### config.mk
export PLATFORM = sky130hd
export DESIGN_NAME = ram_burst_ctrl
export DESIGN_NICKNAME = d
export VERILOG_FILES = /design/src/rtl/ram_burst_pkg.sv /design/src/rtl/rd_skid_fifo.sv /design/src/rtl/ram_burst_ctrl.sv
export SDC_FILE = /design/constraint.sdc
export NUM_CORES = 1
export LEC_CHECK = 0
export ABC_AREA = 0
export CORE_MARGIN = 3
export CORE_UTILIZATION = 50
export CTS_CLUSTER_DIAMETER = 150
export CTS_CLUSTER_SIZE = 16
export DETAILED_ROUTE_END_ITERATION = 12
export GPL_TIMING_DRIVEN = 0
export PLACE_DENSITY = 0.82
export SKIP_LAST_GASP = 1
export SYNTH_ARGS = -nofsm -noshare
export SYNTH_HDL_FRONTEND = slang
export SYNTH_SLANG_ARGS = --single-unit
### constraint.sdc
create_clock -name clk -period 2.5 [get_ports clk]
set_clock_uncertainty 0.15 [all_clocks]
set_input_delay 0.75 -clock clk [delete_from_list [all_inputs] [get_ports clk]]
set_output_delay 0.75 -clock clk [all_outputs]
set_load 0.05 [all_outputs]
### src/rtl/ram_burst_pkg.sv
// Shared types and constants for the RAM burst controller.
package ram_burst_pkg;

  typedef enum logic [1:0] {
    IDLE,
    WRITE,
    READ,
    DRAIN
  } state_e;

  localparam int RD_FIFO_DEPTH = 4;
  localparam int RD_LATENCY    = 2;
  localparam int RD_CNT_W      = $clog2(RD_FIFO_DEPTH + 1);

endpackage

### src/rtl/rd_skid_fifo.sv
// Read-return skid FIFO; rd_data is a register holding the current head.
module rd_skid_fifo
  import ram_burst_pkg::*;
#(
  parameter int DATA_WIDTH = 16
) (
  input  logic                  clk,
  input  logic                  rst_n,
  input  logic                  push,
  input  logic [DATA_WIDTH-1:0] push_data,
  input  logic                  pop,
  output logic [RD_CNT_W-1:0]   count,
  output logic                  rd_valid,
  output logic [DATA_WIDTH-1:0] rd_data
);

  localparam int PW = $clog2(RD_FIFO_DEPTH);

  logic [DATA_WIDTH-1:0] mem [RD_FIFO_DEPTH];
  logic [PW-1:0]         wptr_q, wptr_d;
  logic [PW-1:0]         rptr_q, rptr_d, rptr_nx;
  logic [RD_CNT_W-1:0]   count_q, count_d;
  logic [DATA_WIDTH-1:0] rd_data_q, rd_data_d;
  logic                  push_ok, pop_ok;

  always_comb begin
    pop_ok  = pop && (count_q != '0);
    push_ok = push &&
              ((count_q != RD_CNT_W'(RD_FIFO_DEPTH)) || pop_ok);
    rptr_nx = rptr_q + PW'(1);
    wptr_d  = push_ok ? wptr_q + PW'(1) : wptr_q;
    rptr_d  = pop_ok ? rptr_nx : rptr_q;
    count_d = count_q;
    unique case ({push_ok, pop_ok})
      2'b10:   count_d = count_q + RD_CNT_W'(1);
      2'b01:   count_d = count_q - RD_CNT_W'(1);
      default: count_d = count_q;
    endcase
    // Head register follows the entry that will be at rptr next cycle
    rd_data_d = rd_data_q;
    if (count_q == '0) begin
      if (push_ok) rd_data_d = push_data;
    end else if (pop_ok) begin
      if (count_q > RD_CNT_W'(1)) rd_data_d = mem[rptr_nx];
      else if (push_ok)           rd_data_d = push_data;
    end
  end

  always_ff @(posedge clk) begin
    if (push_ok) mem[wptr_q] <= push_data;
  end

  always_ff @(posedge clk or negedge rst_n) begin
    if (!rst_n) begin
      wptr_q    <= '0;
      rptr_q    <= '0;
      count_q   <= '0;
      rd_data_q <= '0;
    end else begin
      wptr_q    <= wptr_d;
      rptr_q    <= rptr_d;
      count_q   <= count_d;
      rd_data_q <= rd_data_d;
    end
  end

  assign count    = count_q;
  assign rd_valid = (count_q != '0);
  assign rd_data  = rd_data_q;

endmodule

### src/rtl/ram_burst_ctrl.sv
// Burst write/read controller in front of a 2-cycle-latency single-port RAM.
// Define RAM_BURST_CTRL_WRAP_EN to let bursts wrap past the top address.
module ram_burst_ctrl
  import ram_burst_pkg::*;
#(
  parameter int DATA_WIDTH = 16,
  parameter int ADDR_WIDTH = 5
) (
  input  logic                  clk,
  input  logic                  rst_n,
  input  logic                  cmd_valid,
  output logic                  cmd_ready,
  input  logic                  cmd_write,
  input  logic [ADDR_WIDTH-1:0] cmd_addr,
  input  logic [ADDR_WIDTH-1:0] cmd_len,
  input  logic                  wr_valid,
  output logic                  wr_ready,
  input  logic [DATA_WIDTH-1:0] wr_data,
  output logic                  rd_valid,
  input  logic                  rd_ready,
  output logic [DATA_WIDTH-1:0] rd_data,
  output logic                  done,
  output logic                  err,
  output logic [DATA_WIDTH-1:0] ram_data,
  output logic [ADDR_WIDTH-1:0] ram_addr,
  output logic                  ram_we,
  input  logic [DATA_WIDTH-1:0] ram_q
);

  localparam int UW = RD_CNT_W + 1;

  state_e                state_q, state_d;
  logic [ADDR_WIDTH-1:0] addr_cnt_q, addr_cnt_d;
  logic [ADDR_WIDTH-1:0] beats_left_q, beats_left_d;
  logic [RD_LATENCY-1:0] pipe_q, pipe_d;
  logic                  done_q, done_d;
  logic                  err_q, err_d;

  logic                  cmd_hs, wr_hs, pop, issue, range_err;
  logic [UW-1:0]         used;
  logic [RD_CNT_W-1:0]   fifo_count;

`ifdef RAM_BURST_CTRL_WRAP_EN
  assign range_err = 1'b0;
`else
  logic [ADDR_WIDTH:0] end_addr;
  assign end_addr  = {1'b0, cmd_addr} + {1'b0, cmd_len};
  assign range_err = end_addr[ADDR_WIDTH];
`endif

  assign cmd_ready = (state_q == IDLE) && !done_q && !err_q;
  assign wr_ready  = (state_q == WRITE);
  assign cmd_hs    = cmd_valid && cmd_ready;
  assign wr_hs     = wr_ready && wr_valid;
  assign pop       = rd_valid && rd_ready;

  // Credit: FIFO slots not yet claimed by held or in-flight beats
  assign used  = UW'(fifo_count) + UW'($countones(pipe_q));
  assign issue = (state_q == READ) && (used < UW'(RD_FIFO_DEPTH));

  always_comb begin
    state_d      = state_q;
    addr_cnt_d   = addr_cnt_q;
    beats_left_d = beats_left_q;
    done_d       = 1'b0;
    err_d        = 1'b0;
    pipe_d       = {pipe_q[RD_LATENCY-2:0], issue};
    unique case (state_q)
      IDLE: begin
        if (cmd_hs) begin
          if (range_err) begin
            err_d = 1'b1;
          end else begin
            addr_cnt_d   = cmd_addr;
            beats_left_d = cmd_len;
            state_d      = cmd_write ? WRITE : READ;
          end
        end
      end
      WRITE: begin
        if (wr_hs) begin
          addr_cnt_d = addr_cnt_q + ADDR_WIDTH'(1);
          if (beats_left_q == '0) begin
            state_d = IDLE;
            done_d  = 1'b1;
          end else begin
            beats_left_d = beats_left_q - ADDR_WIDTH'(1);
          end
        end
      end
      READ: begin
        if (issue) begin
          addr_cnt_d = addr_cnt_q + ADDR_WIDTH'(1);
          if (beats_left_q == '0) state_d = DRAIN;
          else beats_left_d = beats_left_q - ADDR_WIDTH'(1);
        end
      end
      DRAIN: begin
        if (pipe_q == '0 &&
            (fifo_count == '0 ||
             (fifo_count == RD_CNT_W'(1) && pop))) begin
          state_d = IDLE;
          done_d  = 1'b1;
        end
      end
      default: state_d = IDLE;
    endcase
  end

  always_ff @(posedge clk or negedge rst_n) begin
    if (!rst_n) begin
      state_q      <= IDLE;
      addr_cnt_q   <= '0;
      beats_left_q <= '0;
      pipe_q       <= '0;
      done_q       <= 1'b0;
      err_q        <= 1'b0;
    end else begin
      state_q      <= state_d;
      addr_cnt_q   <= addr_cnt_d;
      beats_left_q <= beats_left_d;
      pipe_q       <= pipe_d;
      done_q       <= done_d;
      err_q        <= err_d;
    end
  end

  assign done     = done_q;
  assign err      = err_q;
  assign ram_we   = wr_hs;
  assign ram_addr = addr_cnt_q;
  assign ram_data = (state_q == WRITE) ? wr_data : '0;

  rd_skid_fifo #(
    .DATA_WIDTH(DATA_WIDTH)
  ) u_fifo (
    .clk      (clk),
    .rst_n    (rst_n),
    .push     (pipe_q[RD_LATENCY-1]),
    .push_data(ram_q),
    .pop      (pop),
    .count    (fifo_count),
    .rd_valid (rd_valid),
    .rd_data  (rd_data)
  );

endmodule

==> impl_summary.txt <==
----------------------------------------------------
[Outcome]
  Run status ... finished clean

[STA]
  Max-slew violation total from the final report ... 0
  Worst Max-Slew Pin Slew ... 0.668 ns
  Setup repair after global routing missed its margin ... yes
  Fin Hold WS ... 0.0632 ns
  Crit share post-route ... 98.9%
  Final period demand of the worst path ... 2.47 ns
  Final-report setup violation count ... 0
  Final hold violation count ... 0
  Worst slew margin relative to its limit ... 54.8%
  Achievable Freq ... 0.404 GHz
  Final critical-path setup slack ... 0.0273 ns

[Synth]
  Post-synthesis sequential area ratio ... 60.4%
  Syn Std Cell Area ... 4800 um2
  Biggest area consumer among synthesized cells ... sky130_fd_sc_hd__edfxtp_1
  Post-synth top area share ... 40.1%
  Cell with the most instances after synthesis ... sky130_fd_sc_hd__edfxtp_1
  #FFs+latches synth ... 103
  Total of warnings raised by yosys ... 0
  Average instance area after synthesis ... 13.7 um2
  Post-synthesis net count ... 420
  Leading register cell type out of synthesis ... sky130_fd_sc_hd__edfxtp_1
  Synth cell types ... 50
  Post-synth EDFFs ... 64
  Ys async rst share ... 37.9%
  Top post-synthesis cells by area ... sky130_fd_sc_hd__edfxtp_1, sky130_fd_sc_hd__dfrtp_1, sky130_fd_sc_hd__mux4_2
  Commonest cells in the synthesized netlist ... sky130_fd_sc_hd__edfxtp_1, sky130_fd_sc_hd__dfrtp_1, sky130_fd_sc_hd__nor2_1, sky130_fd_sc_hd__a21oi_1, sky130_fd_sc_hd__and2_1
  Cells after synthesis ... 350

[Setup path]
  Data arrival time of the critical path ... 1.57 ns
  Startpoint type of the worst setup path ... register
  Type of the worst setup path ... reg2out
  Largest driver fanout on the critical path ... 7
  Required time at the endpoint of the critical path ... 1.60 ns
  Type of destination of the critical path ... primary output
  Minimum setup slack among reg-to-reg paths ... 0.18 ns

[Drt]
  Total length of routed wires ... 10200 um
  First DRT Iteration DRCs ... 195
  First-pass detailed-route iteration total ... 5
  Post-detailed-route via-to-cell ratio ... 5.41
  DRT antenna net count ... 0
  Per-cell routed wire length ... 17.0 um
  DRC violations left ... 0
  Count of vias placed by the detailed router ... 3227

[Floorplanning]
  Initial cell density of the core ... 51.7%
  Chip Width ... 104 um
  Die area ... 10800 um2
  Core outline area ... 9280 um2
  Die span in y ... 104 um
  Row cnt ... 35
  Count of boundary I/O pins ... 91

[Min path]
  Type of the most critical hold path ... in2async

[CTS]
  Maximum clock insertion buffer count ... 2
  Reg clk slew, reported paths ... 0.10 ns
  Clock tree from TritonCTS ... yes
  Source-to-sink clock delay at the later pin of the worst-skew pair ... 0.36 ns
  Total CTS buffers ... 9
  Cell chosen for the clock root ... sky130_fd_sc_hd__clkbuf_8
  Clock sink total ... 103
  Depth of the CTS H-tree ... 3

[Finish]
  Final Net Count ... 533
  Number of fill cells in the layout ... 663
  Post-route insts no fill ... 596
  Synthesis-to-finish area growth ... 30.1%
  Share of final-layout standard cells stronger than drive strength 1 ... 23.8%
  Design Area, Final ... 6240 um2
  # diodes ... 0

[GRT]
  Pin count of the biggest net entering global routing ... 35
  Number of antenna violations at the first check in global routing ... 0
  Global-route wire length before repair ... 17000 um
  Via count of the first global-routing pass ... 3325
  Global router's overall resource usage ... 19.7%
  Remaining global-route overflow ... 0

[Job]
  Max Cap Viol ... 0

[Placement]
  Pre-CTS setup slack ... -0.615 ns
  Number of port buffers ... 90
  DP Wirelength ... 6920 um
  Placed instance area ... 5880 um2
  Number of cells in the design after placement ... 570
  GP Congestion ... 0.839

[Power and ir drop]
  Total leakage power ... 2.45 nW
  PD cells ... 1290 nW/um2
  Post-layout total power ... 8.04 mW
  Peak VDD IR ... 0.792 mV

----------------------------------------------------
## metrics by stage
stage          util, %  TNS (ns)
2_1_floorplan        -         0
3_3_place_gp      63.2    -63.10
3_5_place_dp      63.4    -45.95
4_1_cts           66.6   -0.0208
5_1_grt           67.3    -0.158
6_report          67.3         0
## sequential cells by signal, summed over array words and instances (netlist names)
signal,count
beats_left_q,5
done,1
err,1
pipe_q,2
ram_addr,5
state_q,2
u_fifo.count,3
u_fifo.mem,64
u_fifo.rd_data,16
u_fifo.rptr_q,2
u_fifo.wptr_q,2
## metal layers
metal	GRT usage [%]	vias to the layer above	wire (um)
met5	0	-	0
met4	4.84	0	79
met3	3.10	4	579
met2	33.2	98	5240
met1	27.1	1607	4250
li1	-	1518	-
## placed cells by master (no fill, tap or decap), types with 3 or more instances in the layout
cell,count
sky130_fd_sc_hd__nand2b_1,3
sky130_fd_sc_hd__clkbuf_8,9
sky130_fd_sc_hd__inv_1,18
sky130_fd_sc_hd__o21ai_0,5
sky130_fd_sc_hd__a21oi_1,25
sky130_fd_sc_hd__edfxtp_1,64
sky130_fd_sc_hd__clkdlybuf4s50_1,53
sky130_fd_sc_hd__mux4_2,16
sky130_fd_sc_hd__buf_6,13
sky130_fd_sc_hd__inv_2,4
sky130_fd_sc_hd__xnor2_1,4
sky130_fd_sc_hd__and2_2,4
sky130_fd_sc_hd__dlymetal6s2s_1,5
sky130_fd_sc_hd__nand3_1,3
sky130_fd_sc_hd__o22ai_1,16
sky130_fd_sc_hd__dlygate4sd2_1,11
sky130_fd_sc_hd__buf_4,14
sky130_fd_sc_hd__a221oi_2,5
sky130_fd_sc_hd__ha_4,3
sky130_fd_sc_hd__ha_1,17
sky130_fd_sc_hd__dfrtp_1,38
sky130_fd_sc_hd__clkbuf_1,5
sky130_fd_sc_hd__nor2_1,34
sky130_fd_sc_hd__o21ai_2,3
sky130_fd_sc_hd__nand2_1,7
sky130_fd_sc_hd__and2_1,19
sky130_fd_sc_hd__buf_2,10
## critical path: stages, from the launching register on
cell and delay (ns):
sky130_fd_sc_hd__dfrtp_1 0.40, sky130_fd_sc_hd__buf_4 0.15, sky130_fd_sc_hd__ha_4 0.18, sky130_fd_sc_hd__buf_4 0.15
sky130_fd_sc_hd__and2_1 0.13, sky130_fd_sc_hd__buf_2 0.20
## path summary, 6_finish.rpt
kind | to | depth (start not counted) | start
worst max-delay path | ram_data[15] | 5 | state_q[0]
worst min-delay path | ram_addr[4] | 1 | rst_n
worst max register to register | ram_addr[4] | 10 | state_q[0]
worst min register to register | pipe_q[1] | 0 | pipe_q[0]
max in group asynchronous | u_fifo.count[0] | 2 | rst_n
min in group clk | pipe_q[1] | 0 | pipe_q[0]
## cell type report
class	count	area (um2)	share of cell area [%]
well taps	129	161	2.58
inverters	22	82.6	1.32
plain buffers	16	97.6	1.56
clock buffers	10	128	2.04
multi-input cells	209	1830	29.3
clock inverters	5	41.3	0.661
flip-flops and latches	103	2900	46.4
repair buffers	102	1000	16.1
## kinds of logic (layout without fill, tap and decap cells)
| family | after synthesis | in the layout | synth area share [%] |
|---|---|---|---|
| mux | 20 | 20 | 8.40 |
| compound gates | 75 | 75 | 11.0 |
| xor+xnor | 6 | 6 | 1.10 |
| buf+inv | 38 | 155 | 3.57 |
| simple gates | 86 | 86 | 9.78 |
| flops | 103 | 103 | 60.4 |
| fa+ha+maj | 22 | 22 | 5.74 |
## report_power, final
| part | switching (mW) | internal (mW) | total [mW] |
|---|---|---|---|
| clock | 0.553 | 0.366 | 0.919 |
| sequential | 0.285 | 2.25 | 2.53 |
| combinational | 2.66 | 1.93 | 4.59 |
## what timing repair did
action	4_1_cts	5_1_grt
buffers inserted	9	1
pin swaps	7	5
gates resized for setup	147	24
endpoints found under the setup margin	112	37
hold buffers	0	0
cloned	1	0
(Power assumes the default switching activity.)
